===== src/rtl/car_exit.sv =====
`default_nettype none
// ============================================================================
//  Module   : car_exit
//  Purpose  : Exit-side carrier sequencer. Moves the carrier gate -> slot ->
//             gate for a retrieval request and pulses the vacated slot's clear.
//  Revision : 1.0 - initial release
// ============================================================================
module car_exit #(
    parameter int STEP_CYCLES = 4,
    parameter int A_DIST      = 1,
    parameter int B_DIST      = 2,
    parameter int C_DIST      = 3
) (
    input  logic       clk,
    input  logic       rst,
    input  logic       exit_req,
    input  logic [1:0] exit_place,
    input  logic       A_full,
    input  logic       B_full,
    input  logic       C_full,
    output logic [2:0] move_direction,
    output logic       busy,
    output logic       clear_A,
    output logic       clear_B,
    output logic       clear_C,
    output logic       exit_done,
    output logic       reject
);

    localparam int              c_cw       = (STEP_CYCLES > 1) ? $clog2(STEP_CYCLES) : 1;
    localparam logic [c_cw-1:0] c_cyc_last = c_cw'(STEP_CYCLES - 1);
    localparam logic [2:0]      c_a_dist   = 3'(A_DIST);
    localparam logic [2:0]      c_b_dist   = 3'(B_DIST);
    localparam logic [2:0]      c_c_dist   = 3'(C_DIST);

    localparam logic [2:0] c_dir_stop = 3'b000;
    localparam logic [2:0] c_dir_fwd  = 3'b001;
    localparam logic [2:0] c_dir_back = 3'b010;
    localparam logic [2:0] c_dir_grab = 3'b100;

    typedef enum logic [2:0] {
        S_IDLE = 3'd0,
        S_FWD  = 3'd1,
        S_GRAB = 3'd2,
        S_BACK = 3'd3,
        S_DONE = 3'd4
    } state_t;

    state_t          r_state;
    logic [c_cw-1:0] r_cyc;
    logic [2:0]      r_step;
    logic [2:0]      r_dist;
    logic [1:0]      r_place;

    logic            w_slot_full;
    logic [2:0]      w_req_dist;
    logic            w_cyc_last;
    logic            w_step_last;

    // Place 00 leaves w_slot_full low, so it is refused like an empty slot.
    always_comb begin
        w_slot_full = 1'b0;
        w_req_dist  = 3'd0;
        case (exit_place)
            2'b01: begin w_slot_full = A_full; w_req_dist = c_a_dist; end
            2'b10: begin w_slot_full = B_full; w_req_dist = c_b_dist; end
            2'b11: begin w_slot_full = C_full; w_req_dist = c_c_dist; end
            default: ;
        endcase
    end

    assign w_cyc_last  = (r_cyc == c_cyc_last);
    assign w_step_last = (r_step == r_dist - 3'd1);

    always_ff @(posedge clk) begin
        if (rst) begin
            r_state        <= S_IDLE;
            r_cyc          <= '0;
            r_step         <= 3'd0;
            r_dist         <= 3'd0;
            r_place        <= 2'b00;
            move_direction <= c_dir_stop;
            busy           <= 1'b0;
            clear_A        <= 1'b0;
            clear_B        <= 1'b0;
            clear_C        <= 1'b0;
            exit_done      <= 1'b0;
            reject         <= 1'b0;
        end else begin
            clear_A   <= 1'b0;
            clear_B   <= 1'b0;
            clear_C   <= 1'b0;
            exit_done <= 1'b0;
            reject    <= 1'b0;
            case (r_state)
                S_IDLE: begin
                    if (exit_req) begin
                        if (w_slot_full) begin
                            r_state        <= S_FWD;
                            r_place        <= exit_place;
                            r_dist         <= w_req_dist;
                            r_cyc          <= '0;
                            r_step         <= 3'd0;
                            busy           <= 1'b1;
                            move_direction <= c_dir_fwd;
                        end else begin
                            reject <= 1'b1;
                        end
                    end
                end
                S_FWD: begin
                    if (w_cyc_last) begin
                        r_cyc <= '0;
                        if (w_step_last) begin
                            r_step         <= 3'd0;
                            r_state        <= S_GRAB;
                            move_direction <= c_dir_grab;
                        end else begin
                            r_step <= r_step + 3'd1;
                        end
                    end else begin
                        r_cyc <= r_cyc + 1'b1;
                    end
                end
                S_GRAB: begin
                    if (w_cyc_last) begin
                        r_cyc          <= '0;
                        r_state        <= S_BACK;
                        move_direction <= c_dir_back;
                    end else begin
                        r_cyc <= r_cyc + 1'b1;
                    end
                end
                S_BACK: begin
                    if (w_cyc_last) begin
                        r_cyc <= '0;
                        if (w_step_last) begin
                            r_step         <= 3'd0;
                            r_state        <= S_DONE;
                            move_direction <= c_dir_stop;
                            exit_done      <= 1'b1;
                            clear_A        <= (r_place == 2'b01);
                            clear_B        <= (r_place == 2'b10);
                            clear_C        <= (r_place == 2'b11);
                        end else begin
                            r_step <= r_step + 3'd1;
                        end
                    end else begin
                        r_cyc <= r_cyc + 1'b1;
                    end
                end
                S_DONE: begin
                    // Requests arriving here are only seen once back in IDLE.
                    r_state <= S_IDLE;
                    busy    <= 1'b0;
                end
                default: begin
                    r_state        <= S_IDLE;
                    busy           <= 1'b0;
                    move_direction <= c_dir_stop;
                end
            endcase
        end
    end

endmodule
`default_nettype wire


===== config.mk =====
export PLATFORM = sky130hd
export DESIGN_NAME = car_exit
export DESIGN_NICKNAME = d
export VERILOG_FILES = /design/src/rtl/car_exit.sv
export SDC_FILE = /design/constraint.sdc
export NUM_CORES = 1
export LEC_CHECK = 0
export ABC_AREA = 1
export BUFFER_PORTS_ARGS = -buffer_cell sky130_fd_sc_hd__buf_2
export CORE_MARGIN = 2
export CORE_UTILIZATION = 43
export CTS_BUF_LIST = sky130_fd_sc_hd__clkbuf_8
export CTS_CLUSTER_SIZE = 8
export DETAILED_ROUTE_END_ITERATION = 10
export PLACE_DENSITY = 0.72
export SETUP_SLACK_MARGIN = 0.15
export SLEW_MARGIN = 15
export SYNTH_ARGS = -nofsm -noshare
export SYNTH_HDL_FRONTEND = slang
export SYNTH_SLANG_ARGS = --single-unit

===== constraint.sdc =====
create_clock -name clk -period 2.3 [get_ports clk]
set_clock_uncertainty 0.1 [all_clocks]
set_input_delay 0.23 -clock clk [delete_from_list [all_inputs] [get_ports clk]]
set_output_delay 0.23 -clock clk [all_outputs]
set_load 0.02 [all_outputs]

==> results_dict.tcl, run 1 <==
set metrics [dict create \
    run_status "complete, no violations" \
    die_w_um 54.11 \
    total_leakage_power_nw 0.6225 \
    insertedDiodeCount 0 \
    design.die.area_sq_um 2928 \
    final_setup_violation_count 0 \
    gp_routability_congestion 0.8144 \
    max-slew-margin-rel_pct 82.30 \
    synth-seq-cells 21 \
    postSynthCellCount 152 \
    number_of_sinks_on_the_clock_net 21 \
    synth_async_sr_flop_share_pct 0 \
    grt_max_degree 12 \
    grt_use_total_pct 15.34 \
    flow.area_growth_from_synthesis_pct 14.72 \
    max_freq_mhz 549.7 \
    cell_types_with_the_largest_area_share_after_synthesis "dfxtp_1 (39%), nand2_1 (13%), inv_1 (7.6%)" \
    synth_top_flop_cell "dfxtp_1" \
    globalRoute.totalOverflow 0 \
    row_count 18 \
    ctsHoldBuffers 0 \
    antenna_found_initial 0 \
    grt_setup_unrepaired "false" \
    hold_viol_final 0 \
    most_common_cell_in_the_synthesized_netlist "nand2_1" \
    die_h_um 54.11 \
    drt-wirelength-per-cell_um 9.493 \
    synthesis.area_per_instance_sq_um 7.104 \
    post_synth_num_cell_types 24 \
    cts_post_setup_buffers_inserted 0 \
    port-buffer-count 16 \
    yosys_warnings 0 \
    timing.critical_path.from "r_dist[0]" \
    remaining_drcs 0 \
    seqPwrFrac_pct 34.4 \
    final_nets 183 \
    grt_first_pass_wirelength_um 3256 \
    synth_enable_flop_cells 0 \
    final_cells 201 \
    power_report.internal_total_mw 0.8534 \
    min_period_ps 1819 \
    synth-seq-area-share_pct 38.93 \
    inserted_clock_buffers 3 \
    netlist.area_leader.share_pct 38.93 \
    drt-pass1-iter-count 4 \
    clock_path_buffers 2 \
    worst_setup_path_start_kind "flip-flop" \
    clock_network_latency_to_the_later_pin_of_the_worst_skew_pair_ps 260 \
    path_max_fanout 7 \
    netSwitchingPower_mw 0.6683 \
    number_of_global_route_vias_before_repair 818 \
    vias 925 \
    combinational_power_share_pct 50.3 \
    worst_setup_hold_path_clk_slew_ps 70 \
    timing.final.crit_share_pct 79.09 \
    holdCritPathClass "input pin to flip-flop" \
    syn-cell-area_sq_um 1080 \
    floorplan.initialDensity_pct 44.39 \
    dr.first_iter.drc_count 6 \
    p_per_area_nw_per_um2 1228 \
    final_layout_size_suffix_gt1_share_pct 24.56 \
    finalMaxSlewViolations 0 \
    max-cap-violations 0 \
    ioPinCount 17 \
    floorplan.core_area_sq_um 2432 \
    setup.worst_path.end_class "flip-flop" \
    synthesized_net_count 163 \
    antenna_violating_nets_post_route 0 \
    clkPwrFrac_pct 15.3 \
    totalNegativeSetupSlack_ps 0 \
    worst_ep_required_time_ps 2350 \
    netlist.top_cell.by_area "dfxtp_1" \
    synthTopCellsByCount "nand2_1 (36), inv_1 (22), dfxtp_1 (21), nor2_1 (18)" \
    cts_htree_levels 1 \
    critical_path_arrival_ps 1870 \
    hold_path.startpoint "rst" \
    sum_of_routed_wire_length_over_all_layers_um 1908 \
    worst_r2r_startpoint "r_dist[0]" \
    ir_worst_vdd_mv 0.6445 \
    drt-vias-per-instance 4.602 \
    dp_hpwl_um 1523 \
    cts_resized 0 \
    tightest_pin_transition_ps 265.2 \
    power_switching_share_pct 43.92 \
    dp.cells 197 \
    crit_type "flip-flop to flip-flop" \
    tritoncts "done" \
    clock_root_buffer_master "clkbuf_8" \
]
path summary, 6_finish.rpt:
path / endpoint / slack, ps / cells past startpoint
worst min register to register: clear_B / 340 / 1
worst max register to register: r_state[1] / 480 / 12
worst max-delay path: r_state[1] / 480 / 12
worst min-delay path: r_dist[0] / 150 / 2
cells by family after synthesis:
kind of cell	share of synthesized area [%]
DFF	38.93
and+or+nand+nor	37.43
buffers and inverters	9.732
AOI/OAI and AO/OA	9.618
xor gates and xnor gates	0.8113
adders and majority gates	3.477
flip-flops by register name, summed over array words and instances (netlist names):
name	flops
busy	1
clear_A	1
clear_B	1
clear_C	1
exit_done	1
move_direction	3
r_cyc	2
r_dist	2
r_place	2
r_state	3
r_step	3
reject	1
metal layers:
layer	global-route usage, %	vias to the layer above	wire (um)
met2	26.63	11	997
met5	0	-	0
li1	-	505	-
met3	1.667	4	48
met4	7.500	0	31
met1	18.74	405	831
layout by cell type, fill, tap and decap left out, drive strengths merged:
cell	count
dfxtp	21
or2	1
clkinv	1
ha	3
xnor2	1
a21boi	1
a21oi	11
nand3	13
o21ai	6
clkbuf	3
nor2	26
nor3	1
inv	27
buf	16
nand2	40
power groups by stage:
stage	Clock (mW)	Combinational (mW)	Sequential, mW
6_report	0.233	0.765	0.523
5_1_grt	0.252	0.874	0.534
4_1_cts	0.240	0.779	0.523
3_5_place_dp	0	0.772	0.532
3_3_place_gp	0	0.754	0.526
2_1_floorplan	0	0.599	0.560
area by class of cell:
type,instances,area [sq um]
Fill cell,253,1194
Multi-Input combinational cell,103,554.3
Sequential cell,21,420.4
Inverter,27,101.3
Timing Repair Buffer,16,80.08
Clock buffer,3,41.29
Tap cell,30,37.54
Clock inverter,1,3.754
worst max-delay path, cell delays in order (launching register included):
cell and delay [ps]:
dfxtp_1 370, inv_2 50, ha_1 300, nand2_1 70
inv_1 40, nor2_1 100, nand3_2 170, nand2_1 100
nand3_1 70, nor2_1 150, inv_1 70, nor2_1 80
nor2_1 50
stage by stage:
step           setup WS [ps]  utilization [%]  instance area [sq um]  hold slack (ps)  power, mW
2_1_floorplan          626.2                -                   1080            268.4      1.160
3_3_place_gp           552.2            49.07                   1194            323.1      1.280
3_5_place_dp           485.9            49.07                   1194            333.4      1.304
4_1_cts                468.8            50.93                   1239            146.4      1.542
5_1_grt                295.0            50.93                   1239            161.9      1.660
6_report               480.8            50.93                   1239            146.1      1.522
(Power assumes the default switching activity.)
==> run 2: changes to the inputs <==
ABC_AREA = 0   (was 1)
PLACE_DENSITY = 0.73   (was 0.72)
clock period = 1.9 ns   (was 2.3 ns; I/O delays follow)
==> run 2 against run 1 <==
Net effect:
- first-iteration DRC count increased by 100%
- die area decreased by 8.9%
- combinational power decreased by 86%
- final cell count decreased by 26%
- critical path depth decreased by 5
- sequential power decreased by 12%
- critical endpoint is now r_step[2]
- global-route usage decreased by 0.63 points
- register-to-register slack got worse by 270 ps
==> results_dict.tcl, run 2 <==
set metrics [dict create \
    run_status "complete, no violations" \
    syn-cell-area_sq_um 975.9 \
    clkPwrFrac_pct 33.2 \
    floorplan.initialDensity_pct 44.98 \
    design.die.area_sq_um 2667 \
    postSynthCellCount 105 \
    remaining_drcs 0 \
    setup.worst_path.end_class "flip-flop" \
    post_synth_num_cell_types 32 \
    final_layout_size_suffix_gt1_share_pct 25.83 \
    critical_path_arrival_ps 1730 \
    floorplan.core_area_sq_um 2170 \
    synth-seq-area-share_pct 43.08 \
    gp_routability_congestion 0.8099 \
    synth_enable_flop_cells 0 \
    die_w_um 51.64 \
    final_nets 132 \
    finalMaxSlewViolations 0 \
    number_of_global_route_vias_before_repair 668 \
    power_report.internal_total_mw 0.6416 \
    drt-pass1-iter-count 4 \
    die_h_um 51.64 \
    grt_use_total_pct 14.71 \
    timing.critical_path.slowest_stage_cell "dfxtp_2" \
    cts_htree_levels 1 \
    crit_type "flip-flop to flip-flop" \
    clock_network_latency_to_the_later_pin_of_the_worst_skew_pair_ps 260 \
    tightest_pin_transition_ps 346.5 \
    total_leakage_power_nw 0.5033 \
    grt_first_pass_wirelength_um 2870 \
    cts_post_setup_buffers_inserted 0 \
    tritoncts "done" \
    antenna_found_initial 0 \
    most-common-layout-cells "dfxtp_1 (20), buf_2 (16), nand2_1 (11), nor2_1 (11), mux2i_1 (6)" \
    most_common_cell_in_the_synthesized_netlist "dfxtp_1" \
    min_period_ps 1692 \
    combinational_power_share_pct 12.6 \
    netlist.top_cell.by_area "dfxtp_1" \
    max_stage_delay_ps 350 \
    row_count 17 \
    cell_types_with_the_largest_area_share_after_synthesis "dfxtp_1 (43%), mux2i_1 (6.2%), nor2_1 (4.6%)" \
    max-cap-violations 0 \
    layout_commonest_cell "dfxtp_1" \
    drt-wirelength-per-cell_um 12.71 \
    max_freq_mhz 591.0 \
    hold_viol_final 0 \
    largest_registers_in_the_final_layout "move_direction: 3 flops, r_state: 3 flops, r_step: 3 flops" \
    max-slew-margin-rel_pct 76.82 \
    ir_worst_vdd_mv 0.3337 \
    min_path_cells 3 \
    number_of_sinks_on_the_clock_net 21 \
    sum_of_routed_wire_length_over_all_layers_um 1881 \
    synthTopCellsByCount "dfxtp_1 (21), nor2_1 (12), nand2_1 (11), mux2i_1 (6)" \
    port-buffer-count 16 \
    ctsHoldBuffers 0 \
    worst_ep_required_time_ps 1940 \
    inserted_clock_buffers 3 \
    totalNegativeSetupSlack_ps 0 \
    clock_root_buffer_master "clkbuf_8" \
    grt_setup_unrepaired "false" \
    netSwitchingPower_mw 0.2103 \
    power_switching_share_pct 24.68 \
    path_max_fanout 4 \
    worst_setup_hold_path_clk_slew_ps 70 \
    timing.final.crit_share_pct 89.05 \
    synth_top_flop_cell "dfxtp_1" \
    netlist.area_leader.share_pct 43.08 \
    critical_path.cell_chain "inv_1 -> ha_4 -> xor2_2 -> nand3_2 -> nor2b_4 -> a31oi_1 -> a211oi_2" \
    seqPwrFrac_pct 54.2 \
    antenna_violating_nets_post_route 0 \
    synth-seq-cells 21 \
    dp_hpwl_um 1351 \
    globalRoute.totalOverflow 0 \
    reg2regPathDepth 7 \
    synth_async_sr_flop_share_pct 0 \
    dr.first_iter.drc_count 12 \
    holdCritPathClass "input pin to flip-flop" \
    synthesized_net_count 116 \
    ioPinCount 17 \
    final_setup_violation_count 0 \
    worst_setup_path_start_kind "flip-flop" \
    synthesis.area_per_instance_sq_um 9.295 \
    clock_path_buffers 2 \
    grt_max_degree 19 \
    insertedDiodeCount 0 \
    yosys_warnings 0 \
    totalPowerFinal_mw 0.8519 \
    flow.area_growth_from_synthesis_pct 18.08 \
    vias 768 \
    p_per_area_nw_per_um2 739.3 \
    drt-vias-per-instance 5.189 \
]
run 2: kinds of logic (layout without fill, tap and decap cells):
logic type | after synthesis | count (layout) | share of synthesized area [%]
XOR/XNOR | 4 | 4 | 3.590
multiplexers | 7 | 7 | 8.462
flip-flops | 21 | 21 | 43.08
AO/OA/AOI/OAI | 20 | 20 | 13.72
AND/OR/NAND/NOR | 41 | 41 | 23.08
adder cells (fa/ha/maj) | 3 | 3 | 3.847
buffers and inverters | 9 | 24 | 4.230
run 2: path summary, 6_finish.rpt:
kind	from	endpoint	slack, ps
hold reg to reg	r_place[0]	clear_B	360
setup reg to reg	r_dist[0]	r_step[2]	210
setup / recovery	r_dist[0]	r_step[2]	210
hold / removal	exit_req	reject	100
run 2: what timing repair did:
action                                 CTS  global route
pin swaps                                1             1
gates cloned                             0             0
gates resized for setup                  1             7
endpoints found under the hold margin    0             0
setup endpoints to repair                2            10
run 2: layout make-up:
type,instances,area (sq um)
fill,206,1017
multi-input combinational,75,555.5
sequential,21,421.7
timing repair buffer,16,80.08
clock buffer,3,41.29
tap,28,35.03
inverter,4,15.01
clock inverter,1,3.754
run 2: critical path: cells and delay by family, from the launching register on:
family | cells | cell delay, ps
flops | 1 | 350
compound gates | 2 | 250
simple gates | 2 | 350
fa+ha+maj | 1 | 270
xor+xnor | 1 | 160
buf+inv | 1 | 70
run 2: through the flow:
step	hold slack [ps]	utilization, %	instance area, sq um	setup WS (ps)	std cells
after global placement	329.9	49.08	1065	222.7	144
after detailed placement	338.4	49.08	1065	109.9	144
after CTS	103.6	51.27	1112	142.0	148
final	103.6	53.11	1152	208.0	148
after floorplan	209.4	-	975.9	273.7	105
after global routing	116.2	53.11	1152	129.8	148
run 2: power by group through the flow:
stage / combinational (mW) / clock (mW) / sequential (mW)
2_1_floorplan: 0.0674 / 0 / 0.476
3_3_place_gp: 0.0959 / 0 / 0.471
3_5_place_dp: 0.0996 / 0 / 0.472
4_1_cts: 0.101 / 0.289 / 0.462
5_1_grt: 0.117 / 0.307 / 0.464
6_report: 0.107 / 0.283 / 0.462
run 2: routing by layer:
layer / vias up / part of all wire [%] / track usage (%)
li1: 389 / - / -
met5: - / 0 / 0
met4: 0 / 1.8 / 6.579
met1: 358 / 43 / 17.75
met2: 16 / 51 / 24.79
met3: 5 / 3.9 / 3.448
